==> src/rtl/round_timer_if.sv <==
// round_timer_if: control/status bundle between the game FSM and the round timer.
// master = game side (drives tick/start/load_val/hit/abort), slave = timer side.
interface round_timer_if #(
    parameter int unsigned CNT_W = 8
);
    logic             tick;
    logic             start;
    logic [CNT_W-1:0] load_val;
    logic             hit;
    logic             abort;
    logic             busy;
    logic [CNT_W-1:0] remaining;
    logic [CNT_W-1:0] elapsed;
    logic             expired;
    logic             hit_ok;

    modport master (
        output tick, start, load_val, hit, abort,
        input  busy, remaining, elapsed, expired, hit_ok
    );

    modport slave (
        input  tick, start, load_val, hit, abort,
        output busy, remaining, elapsed, expired, hit_ok
    );
endinterface

==> src/rtl/round_timer.sv <==
// round_timer: counts divider ticks down from a loaded value for the reaction
// window, reporting a hit (hit_ok) or timeout (expired) as one-cycle pulses,
// plus remaining/elapsed tick counts. All outputs are registered.
// Optional macro ROUND_TIMER_TICK_EDGE_EN: register tick and count only its
// rising edges (one extra cycle of tick latency); otherwise tick is a level strobe.
module round_timer #(
    parameter int unsigned CNT_W = 8
) (
    input  logic                clk,
    input  logic                rst_n,
    round_timer_if.slave        bus
);

    typedef enum logic {
        IDLE = 1'b0,
        RUN  = 1'b1
    } state_t;

    state_t           state_q, state_d;
    logic [CNT_W-1:0] remaining_q, remaining_d;
    logic [CNT_W-1:0] elapsed_q, elapsed_d;
    logic             busy_q, busy_d;
    logic             expired_q, expired_d;
    logic             hit_ok_q, hit_ok_d;
    logic             tick_evt;

`ifdef ROUND_TIMER_TICK_EDGE_EN
    logic tick_q, tick_prev_q;

    // Synchronise tick and keep its previous value for rising-edge detection.
    always_ff @(posedge clk or negedge rst_n) begin
        if (!rst_n) begin
            tick_q      <= 1'b0;
            tick_prev_q <= 1'b0;
        end else begin
            tick_q      <= bus.tick;
            tick_prev_q <= tick_q;
        end
    end

    assign tick_evt = tick_q & ~tick_prev_q;
`else
    assign tick_evt = bus.tick;
`endif

    // State and output registers.
    always_ff @(posedge clk or negedge rst_n) begin
        if (!rst_n) begin
            state_q     <= IDLE;
            remaining_q <= '0;
            elapsed_q   <= '0;
            busy_q      <= 1'b0;
            expired_q   <= 1'b0;
            hit_ok_q    <= 1'b0;
        end else begin
            state_q     <= state_d;
            remaining_q <= remaining_d;
            elapsed_q   <= elapsed_d;
            busy_q      <= busy_d;
            expired_q   <= expired_d;
            hit_ok_q    <= hit_ok_d;
        end
    end

    // Next-state and next-output logic; in RUN abort beats hit beats tick.
    always_comb begin
        state_d     = state_q;
        remaining_d = remaining_q;
        elapsed_d   = elapsed_q;
        expired_d   = 1'b0;
        hit_ok_d    = 1'b0;

        unique case (state_q)
            IDLE: begin
                if (bus.start) begin
                    elapsed_d = '0;
                    if (bus.load_val != '0) begin
                        remaining_d = bus.load_val;
                        state_d     = RUN;
                    end else begin
                        remaining_d = '0;
                        expired_d   = 1'b1;
                    end
                end
            end
            RUN: begin
                if (bus.abort) begin
                    remaining_d = '0;
                    state_d     = IDLE;
                end else if (bus.hit) begin
                    hit_ok_d = 1'b1;
                    state_d  = IDLE;
                end else if (tick_evt) begin
                    remaining_d = remaining_q - CNT_W'(1);
                    if (elapsed_q != '1) begin
                        elapsed_d = elapsed_q + CNT_W'(1);
                    end
                    if (remaining_q == CNT_W'(1)) begin
                        expired_d = 1'b1;
                        state_d   = IDLE;
                    end
                end
            end
            default: state_d = IDLE;
        endcase

        busy_d = (state_d == RUN);
    end

    assign bus.busy      = busy_q;
    assign bus.remaining = remaining_q;
    assign bus.elapsed   = elapsed_q;
    assign bus.expired   = expired_q;
    assign bus.hit_ok    = hit_ok_q;

endmodule
==> src/flat_wrapper.sv <==
// flat-port wrapper written by rule: the top's interface ports become plain ports
module round_timer_flat 
#(
    parameter int unsigned CNT_W = 8
)
  (clk, rst_n, bus_tick, bus_start, bus_load_val, bus_hit, bus_abort, bus_busy, bus_remaining, bus_elapsed, bus_expired, bus_hit_ok);
  round_timer_if #(.CNT_W(CNT_W)) bus_i ();
  input  logic clk;
  input  logic rst_n;
  input wire logic [$bits(bus_i.tick)-1:0] bus_tick;
  input wire logic [$bits(bus_i.start)-1:0] bus_start;
  input wire logic [$bits(bus_i.load_val)-1:0] bus_load_val;
  input wire logic [$bits(bus_i.hit)-1:0] bus_hit;
  input wire logic [$bits(bus_i.abort)-1:0] bus_abort;
  output wire logic [$bits(bus_i.busy)-1:0] bus_busy;
  output wire logic [$bits(bus_i.remaining)-1:0] bus_remaining;
  output wire logic [$bits(bus_i.elapsed)-1:0] bus_elapsed;
  output wire logic [$bits(bus_i.expired)-1:0] bus_expired;
  output wire logic [$bits(bus_i.hit_ok)-1:0] bus_hit_ok;
  assign bus_i.tick = bus_tick;
  assign bus_i.start = bus_start;
  assign bus_i.load_val = bus_load_val;
  assign bus_i.hit = bus_hit;
  assign bus_i.abort = bus_abort;
  assign bus_busy = bus_i.busy;
  assign bus_remaining = bus_i.remaining;
  assign bus_elapsed = bus_i.elapsed;
  assign bus_expired = bus_i.expired;
  assign bus_hit_ok = bus_i.hit_ok;
  round_timer #(.CNT_W(CNT_W)) u_core (.clk(clk), .rst_n(rst_n), .bus(bus_i));
endmodule
==> config.mk <==
export PLATFORM = sky130hd
export DESIGN_NAME = round_timer_flat
export DESIGN_NICKNAME = d
export VERILOG_FILES = /design/src/rtl/round_timer_if.sv /design/src/rtl/round_timer.sv /design/src/flat_wrapper.sv
export SDC_FILE = /design/constraint.sdc
export NUM_CORES = 1
export LEC_CHECK = 0
export CELL_PAD_IN_SITES_DETAIL_PLACEMENT = 2
export CELL_PAD_IN_SITES_GLOBAL_PLACEMENT = 2
export CORE_ASPECT_RATIO = 0.9
export CORE_UTILIZATION = 29
export CTS_CLUSTER_SIZE = 14
export DETAILED_ROUTE_END_ITERATION = 10
export PLACE_DENSITY_LB_ADDON = 0.25
export SYNTH_ARGS = -nofsm -noshare
export SYNTH_HDL_FRONTEND = slang
export SYNTH_SLANG_ARGS = --single-unit
==> constraint.sdc <==
create_clock -name clk -period 3.5 [get_ports clk]
set_input_delay 0.7 -clock clk [delete_from_list [all_inputs] [get_ports clk]]
set_output_delay 0.7 -clock clk [all_outputs]
set_load 0.02 [all_outputs]
==> impl_metrics.py <==
metrics = {
    "outcome": {
        "status": "finished clean",
    },
    "grt": {
        "grt_use_met2_pct": 31.5,
        "grtUsageMet3_pct": 4.38,
        "first_global_vias": 1162,
        "grt_max_degree": 20,
        "grt_pass1_wl_um": 6250,
        "grt-busiest-layer": "met2",
        "use_met1_pct": 29.8,
        "grtUsageTotal_pct": 20.4,
        "overflow": 0,
        "antenna_found_initial": 0,
    },
    "synthesis": {
        "ys_seq_area_share_pct": 41.0,
        "yosysWarnings": 0,
        "syn-num-nets": 145,
        "synth_top_area_cell": "dfrtp_1",
        "synth.area.top_cells": "dfrtp_1 41%, o21ai_0 5.6%, nand2_1 4.9%",
        "synthDistinctLibCells": 34,
        "synth_top_cell_area_share_pct": 41.0,
        "syn_area_per_cell_um2": 9.05,
        "netlist_instances": 128,
        "ys_ff_latch": 19,
        "syn_area_mm2": 0.00116,
    },
    "sta": {
        "hold_viol_final": 0,
        "worst_slack_ns": 1.09,
        "rsz0062_at_grt": "no",
        "max_freq_ghz": 0.415,
        "fin_setup_tns_ns": 0,
        "finalSetupViolCount": 0,
        "relSlewSlack_pct": 38.1,
        "whs_ns": 0.540,
        "tightest_slew_ns": 0.925,
        "finClkSkew_ns": 0.00639,
        "slew_viol_final": 0,
        "fin_crit_ns": 2.41,
        "fin_crit_sh_pct": 68.8,
    },
    "power_and_ir_drop": {
        "vdd_ir_drop_max_uv": 232,
        "p_total_mw": 0.628,
        "power_density_mw_per_mm2": 401,
        "power_leakage_nw": 0.650,
    },
    "clocking": {
        "cts_buffers": 3,
        "cts-root-buf": "clkbuf_8",
        "post-cts-setup-buffer-count": 0,
        "cts_tree": "yes",
        "clock-sinks": 19,
        "clk_pin_slew_ns": 0.07,
        "cts_resized": 0,
        "hold_buffers": 0,
        "clk_latency_ns": 0.26,
        "cts_max_level": 1,
        "clockBufferDepth": 2,
    },
    "detailed_routing": {
        "drtPass1Iterations": 4,
        "routed_wl_um": 3830,
        "postRouteAntennaNets": 0,
        "avgRoutedWirePerCell_um": 18.5,
        "viasPerCell": 5.50,
        "drt_iter0_drc": 44,
        "vias": 1139,
        "route.detailed.drc": 0,
    },
    "min_path": {
        "min_path_type": "reg2reg",
        "min_from": "u_core.bus.elapsed[6]",
        "whs_path_depth": 1,
        "hold_end": "u_core.bus.elapsed[6]",
    },
    "layout": {
        "final_common_cell": "clkdlybuf4s50_1",
        "layout-area-overhead-vs-synth_pct": 35.3,
        "final_area_mm2": 0.00157,
        "final_cell_mix": "32 x clkdlybuf4s50_1, 19 x dfrtp_1, 15 x nand2_1, 13 x o21ai_0",
        "n_antenna_cell": 0,
        "final_cells": 207,
        "final_layout_size_suffix_gt1_share_pct": 8.70,
        "fin_nets": 179,
        "finish.utilization_pct": 41.4,
    },
    "floorplanning": {
        "initial_utilization_pct": 30.6,
        "io_pins": 33,
        "die_y_um": 62.0,
        "dieWidth_um": 68.6,
        "die_area_mm2": 0.00425,
        "fp-row-count": 21,
        "coreArea_mm2": 0.00378,
    },
    "critical_path": {
        "cp_data_arrival_time_ns": 2.58,
        "r2r_slack_ns": 1.49,
        "cp_max_fo": 14,
        "timing.rr.end": "u_core.bus.remaining[6]",
        "end_kind": "flip-flop",
        "startpoint_type": "primary input",
        "r2r_start": "u_core.state_q",
        "crit_required_ns": 3.67,
        "path_class": "in2reg",
        "reg2reg_depth": 4,
    },
    "placement": {
        "port_buffers": 32,
        "place_area_mm2": 0.00152,
        "dp_slack_ns": 0.838,
        "dpl.cell_count": 203,
        "place_hpwl_um": 2930,
        "gp_congestion": 0.848,
    },
    "job": {
        "maxCapViolCount": 0,
    },
}
state kept, by name, summed over array words and instances, names as in the netlist:
register and cells:
u_core.bus.elapsed 8, u_core.bus.expired 1, u_core.bus.hit_ok 1, u_core.bus.remaining 8
u_core.state_q 1
layer usage:
layer,vias up,wire (um)
met3,2,125
met4,0,11
met5,-,0
li1,541,-
met2,26,1730
met1,570,1960
report_power, final:
group | switching (mW) | internal [mW]
sequential | 0.0394 | 0.241
combinational | 0.106 | 0.0888
clock | 0.0725 | 0.0809
total | 0.218 | 0.410
worst max path at each step:
stage	startpoint	endpoint	slack, ns	cells past startpoint
after floorplan	u_core.bus.elapsed[0]	u_core.bus.elapsed[5]	1.84	5
after global placement	bus_abort	u_core.bus.remaining[7]	0.98	5
after detailed placement	bus_abort	u_core.bus.remaining[6]	0.84	5
after CTS	bus_abort	u_core.bus.remaining[6]	1.10	5
after global routing	bus_abort	u_core.bus.remaining[3]	0.88	5
final	bus_abort	u_core.bus.remaining[6]	1.09	5
cell usage after synthesis (all sizes together):
| master | number |
|---|---|
| o22ai | 4 |
| ha | 3 |
| a21oi | 9 |
| nor2 | 10 |
| o21ai | 13 |
| nand2 | 15 |
| a211o | 2 |
| o2bb2ai | 1 |
| nor2b | 1 |
| nand4bb | 1 |
| buf | 3 |
| inv | 5 |
| dfrtp | 19 |
| a22o | 1 |
| o31ai | 1 |
| and2b | 2 |
| nand3 | 9 |
| a31o | 1 |
| o211ai | 4 |
| nand2b | 3 |
| a41oi | 1 |
| a31oi | 3 |
| and3 | 4 |
| nor4b | 1 |
| nor4bb | 2 |
| nor4 | 3 |
| clkbuf | 1 |
| and4 | 1 |
| nor3 | 5 |
logic make-up after synthesis:
family,after synthesis,synth area share [%]
flops,19,41.0
fa+ha+maj,3,3.24
simple gates,57,29.2
buf+inv,9,3.46
compound gates,40,23.1
worst max-delay path, stage by stage:
cell	delay [ns]
clkdlybuf4s50_1	0.47
nand2b_2	0.34
o22ai_1	0.72
o21ai_0	0.22
o211ai_1	0.13
area by class of cell:
cell class                 instances  area (um^2)
multi-input combinational        100          643
clock buffer                       4         45.0
sequential                        19          475
timing repair buffer              33          328
tap                               46         57.6
inverter                           5         18.8
fill                             439         2220
Note: power is estimated with default switching activity, not from simulation.
